<file path="src/rtl/sum_accumulator.sv">
// sum_accumulator: sums a run of 4-bit beats into a 6-bit modulo-64 total.
// A run starts from IDLE on start, accepts beats over a valid/ready
// handshake until the latched length is reached, then pulses done once.
module sum_accumulator (
  input  logic       clk,
  input  logic       rst_n,
  input  logic       start,
  input  logic [3:0] length,
  input  logic [3:0] sum_in,
  input  logic       in_valid,
  output logic       in_ready,
  output logic [5:0] acc,
  output logic [4:0] count,
  output logic       busy,
  output logic       done,
  output logic       overflow
);

  typedef enum logic [1:0] {
    IDLE  = 2'd0,
    ACCUM = 2'd1,
    DONE  = 2'd2
  } state_t;

  state_t     state;
  state_t     state_next;
  logic [4:0] target;
  logic [6:0] sum_wide;
  logic [4:0] count_inc;
  logic       accept;
  logic       run_start;

  assign run_start = (state == IDLE) && start;
  assign accept    = (state == ACCUM) && in_valid;
  assign sum_wide  = {1'b0, acc} + {3'b000, sum_in};
  assign count_inc = count + 5'd1;

  // Output decode straight from the registered state.
  always_comb begin
    in_ready = 1'b0;
    busy     = 1'b0;
    done     = 1'b0;
    case (state)
      ACCUM: begin
        in_ready = 1'b1;
        busy     = 1'b1;
      end
      DONE: begin
        busy = 1'b1;
        done = 1'b1;
      end
      default: ;
    endcase
  end

  // Next-state logic: the last accepted beat moves straight to DONE.
  always_comb begin
    state_next = state;
    case (state)
      IDLE:    if (start) state_next = ACCUM;
      ACCUM:   if (accept && (count_inc == target)) state_next = DONE;
      DONE:    state_next = IDLE;
      default: state_next = IDLE;
    endcase
  end

  // State register with synchronous active-low reset.
  always_ff @(posedge clk) begin
    if (!rst_n) begin
      state <= IDLE;
    end else begin
      state <= state_next;
    end
  end

  // Datapath: clear on run start, accumulate on accepted beats, hold otherwise.
  always_ff @(posedge clk) begin
    if (!rst_n) begin
      target   <= '0;
      acc      <= '0;
      count    <= '0;
      overflow <= 1'b0;
    end else if (run_start) begin
      target   <= (length == 4'd0) ? 5'd16 : {1'b0, length};
      acc      <= '0;
      count    <= '0;
      overflow <= 1'b0;
    end else if (accept) begin
      acc   <= sum_wide[5:0];
      count <= count_inc;
      if (sum_wide[6]) overflow <= 1'b1;
    end
  end

endmodule

</file>
<file path="config.mk">
export PLATFORM = sky130hd
export DESIGN_NAME = sum_accumulator
export DESIGN_NICKNAME = d
export VERILOG_FILES = /design/src/rtl/sum_accumulator.sv
export SDC_FILE = /design/constraint.sdc
export NUM_CORES = 1
export LEC_CHECK = 0
export BUFFER_PORTS_ARGS = -buffer_cell sky130_fd_sc_hd__buf_2
export CAP_MARGIN = 20
export CORE_MARGIN = 2
export CORE_UTILIZATION = 55
export DETAILED_ROUTE_END_ITERATION = 8
export PLACE_DENSITY = 0.82
export SLEW_MARGIN = 20
export SYNTH_ARGS = -nofsm -noshare
export SYNTH_HDL_FRONTEND = slang
export SYNTH_SLANG_ARGS = --single-unit
</file>
<file path="constraint.sdc">
create_clock -name clk -period 2.74 [get_ports clk]
set_input_delay 0 -clock clk [delete_from_list [all_inputs] [get_ports clk]]
set_output_delay 0 -clock clk [all_outputs]
set_load 0.01 [all_outputs]
</file>
## After elaboration in Yosys (flattened, before gate mapping)

Cells that the tools add are included.

- Logic and storage cells: 29
- Flip-flop bits (word level): 19

- Equality and inequality tests: 5
- Bitwise logic cells: 1
- Add/subtract/negate cells: 2
- Reduce and logical (&&, ||, !) cells: 9
- Multiplexer cells: 7

Operator list:

| kind | count |
|---|---|
| $add A6 B4 Y7 | 1 |
| $add A5 B1 Y5 const B | 1 |
| $eq A5 B5 Y1 | 1 |
| $mux W5 | 1 |
| $logic_not A4 Y1 | 1 |
| $mux W2 | 2 |
| $pmux W2 S2 | 1 |
| $reduce_and A2 Y1 | 2 |
| $reduce_or A2 Y1 | 2 |
| $logic_and A1 B1 Y1 | 3 |
| $mux W1 | 3 |
| $eq A2 B1 Y1 const B | 1 |
| $eq A2 B2 Y1 const B | 1 |
| $logic_not A2 Y1 | 1 |
| $ne A2 B1 Y1 const B | 1 |
| $ne A2 B2 Y1 const B | 1 |
| $not A1 Y1 | 1 |

## Longest topological paths before layout

- Word-level depth: 5
- Gate-level depth with buffers: 8

## Worst setup path before layout

No wires, ideal clock.

- Path type: register to register
- Start: reg acc[0]
- End: reg acc[4]
- Required time: 2.612 ns
- Arrival: 1.547 ns
- Stages on the path, launching flop included: 9
- Slack: 1.065 ns
- Path buffers: 0
- Cells stage by stage: dfxtp_1 ha_1 inv_1 fa_1 nor2b_1 o21ai_0 a21oi_1 xnor2_1 nor2_1

- Longest elaborated chain between the ends: 1

Ends and longest elaborated chain:

| what | line | source |
|---|---|---|
| from (decl) | 12 | `output logic [5:0] acc,` |
| from (signal assigned) | 89 | `acc <= sum_wide[5:0];` |
| $add A6 B4 Y7 | 35 | `assign sum_wide = {1'b0, acc} + {3'b000, sum_in};` |

Every way passes these cells.
A chain may end at the register's enable or synchronous reset.

## Worst setup path in the final report

- Start: reg count[0]
- End: reg state[0]

- Longest elaborated chain between the ends: 5

Ends and longest elaborated chain:

| what | line | source |
|---|---|---|
| from (decl) | 13 | `output logic [4:0] count,` |
| from (signal assigned) | 90 | `count <= count_inc;` |
| $add A5 B1 Y5 | 36 | `assign count_inc = count + 5'd1;` |
| $eq A5 B5 Y1 | 61 | `ACCUM: if (accept && (count_inc == target)) state_next = DONE;` |
| $logic_and A1 B1 Y1 | 61 |  |
| $ne A2 B1 Y1 (no source line) | n/a |  |
| $reduce_and A2 Y1 (no source line) | n/a |  |
| to (signal assigned) | 72 | `state <= state_next;` |
| to (decl) | 25 | `state_t state;` |

Every way passes these cells.

==> results.ini <==
[final_layout]
post_route_cells_drive_above_1_share = 0.227
fin_nets = 177
diodes = 0
final_area_um2 = 1290
area_delta_synth_final_pct = 19.3
fillers = 150
layout_commonest_cell = buf_2
final_cell_mix = buf_2, dfxtp_1, nand2_1

[grt]
antenna_found_initial = 0
grt_max_degree = 13
grt_pass1_vias = 878
grt_usage = 0.193
grt_pass1_wl_um = 3620
grt_overflow = 0

[yosys]
synth_edf_count = 0
synthMuxAreaShare = 0.0185
syn_nets = 146
yosysSeqAreaShare = 0.352
synth_top_cell_by_area = dfxtp_1
synth_top_family_by_area = simple AND/OR/NAND/NOR gates
synth-compound-area-share = 0.149
syn_avg_cell_area_um2 = 8.72
syn_inst = 124
synth_area_leaders = dfxtp_1, ha_1, nand2_1, xnor2_1, nand3_1
yosys.area.top_type_share = 0.352
ys_warn_count = 0
ys_seq_elements = 19
synthArstFlopShare = 0
synth.distinct_cells = 35
synthAdderAreaFrac = 0.123
synth_xor_area_frac = 0.0961
syn_area_um2 = 1080
synth_top_flop_cell = dfxtp_1
synthSimpleGateAreaFrac = 0.216

[worst_setup_path]
critPathLaunchType = register
r2r-start = count[0]
max_stage_delay_ns = 0.46
path_max_fanout = 6
slowest_stage = dfxtp_1
reg2reg_depth = 6
r2r_end = state[0]
path_cells = ha_1 > nand3b_1 > a221oi_2 > a21oi_2 > o31ai_2 > mux2i_1
path_class = reg -> reg
cp.required_ns = 2.97
cp.arrival_ns = 2.05
cp-end-kind = register
rrSetupSlack_ns = 0.91
cpLargestDelayFamily = compound AO/OA/AOI/OAI gates
path_buf_inv = 0

[cts]
cts_sinks = 19
cts_tree = yes
clk_pin_slew_worst_paths_ns = 0.11
clock_latency_ns = 0.29
post_cts_resized = 0
clockRootBuffer = clkbuf_4
cts_max_level = 1
cts_buffers = 3
clock_path_buffers = 2

[timing]
final_max_slew_viol_count = 0
setup_violations = 0
grt_setup_unrepaired = no
relSlewSlack = 0.732
tightest_slew_ns = 0.401
setup_ws_ns = 0.915
skew_ns = 0.00352
hold_violations = 0
fin_crit_ns = 1.83
min_period_over_period = 0.666
fin_tns_setup_ns = 0
clock.fmax_mhz = 548

[pwr]
p_leak_nw = 0.578
swShare = 0.356
p_int_mw = 0.458
p_switching_mw = 0.253
seq_power_share = 0.457
ir_drop_uv = 353
powerDensity_nw_per_um2 = 551
pwr-share-comb = 0.350
pwr-share-clk = 0.193

[place]
dpl_cell_area_um2 = 1220
place.gp.congestion = 0.793
pre_cts_ws_ns = 0.936
hpwl_um = 1640
port_buffers = 26

[detailed_routing]
totalWireLength_um = 2170
first_pass_iters = 4
viasPerCell = 5.24
routedWlPerCell_um = 12.0
vias = 948
ant_nets = 0
drc = 0
drt_iter0_markers = 18

[floorplan]
fp.dieArea_um2 = 2340
core_area_um2 = 1900
start_util = 0.568
pin_count = 27
rows = 16
die_w_um = 48.3
die_h_um = 48.3

[min_path]
min_from = rst_n
hold_class = in -> reg
whs_path_depth = 2
worstHoldEndpoint = target[3]

[outcome]
status = finished clean

[run]
cap_viol_max_count = 0

[power by group through the flow]
stage               clock, mW  sequential (mW)  combinational, mW
finish                  0.137            0.325              0.249
global route            0.156            0.327              0.281
CTS                     0.144            0.324              0.248
detailed placement          0            0.330              0.240
global placement            0            0.328              0.233
floorplan                   0            0.328              0.179
[metrics by stage]
step           std cells  total power [mW]   util  hold WS [ns]
4_1_cts              181             0.715  0.678        0.0114
3_5_place_dp         173             0.571  0.643         0.301
3_3_place_gp         173             0.561  0.643         0.295
6_report             181             0.711  0.678        0.0221
5_1_grt              181             0.764  0.678        0.0171
2_1_floorplan        124             0.507      -         0.171
[flip-flops by register name (all words and copies together), names as in the netlist]
signal,cells
overflow,1
state,2
acc,6
target,5
count,5
[area by class of cell]
class | instances | area [µm²] | share of cell area
tap | 27 | 33.8 | 0.0262
clock inverter | 1 | 5.00 | 0.00388
sequential | 19 | 380 | 0.295
multi-input combinational | 94 | 652 | 0.505
inverter | 7 | 26.3 | 0.0204
clock buffer | 3 | 22.5 | 0.0175
timing repair buffer | 30 | 170 | 0.132
[metal layers]
layer | up-vias | global-route usage | wire length, µm
met2 | 29 | 0.347 | 1100
met5 | - | 0 | 0
li1 | 477 | - | -
met1 | 440 | 0.228 | 970
met3 | 2 | 0.0370 | 93
met4 | 0 | 0.0667 | 13
[cell usage after synthesis, types with 2 or more instances]
cell,n
nand4_1,2
nand2b_1,3
inv_1,7
nor2_1,9
ha_1,9
dfxtp_1,19
xor2_1,4
nand3_1,8
nand2_1,18
clkbuf_1,3
a21boi_0,5
xnor2_1,6
mux2i_1,2
nor2b_1,2
a21oi_1,6
o21ai_0,2
[worst register-to-register path, cell delays in order (launching register included)]
cell,delay (ns)
dfxtp_1,0.46
ha_1,0.33
nand3b_1,0.13
a221oi_2,0.28
a21oi_2,0.07
o31ai_2,0.28
mux2i_1,0.21
[cell families (layout without fill, tap and decap cells)]
family                   after synthesis  in the layout
AO/OA/AOI/OAI                         22             22
adder cells (fa/ha/maj)               10             10
buffers and inverters                 11             41
AND/OR/NAND/NOR                       49             49
flip-flops                            19             19
XOR/XNOR                              11             11
multiplexers                           2              2
[what timing repair did]
action                                  in CTS  in global routing
hold buffers                                 4                  0
endpoints found under the hold margin        4                  0
buffers inserted                             0                  0
endpoints found under the setup margin       0                  0
[worst max path at each step]
stage / from / endpoint / slack [ns] / cells past startpoint
6_report: count[0] / state[0] / 0.91 / 6
5_1_grt: state[1] / state[0] / 0.72 / 6
4_1_cts: count[0] / state[0] / 0.93 / 6
3_5_place_dp: count[0] / state[0] / 0.94 / 6
3_3_place_gp: acc[0] / acc[4] / 1.03 / 8
2_1_floorplan: acc[0] / acc[4] / 1.07 / 8
Power figures use the tool's default switching activity.
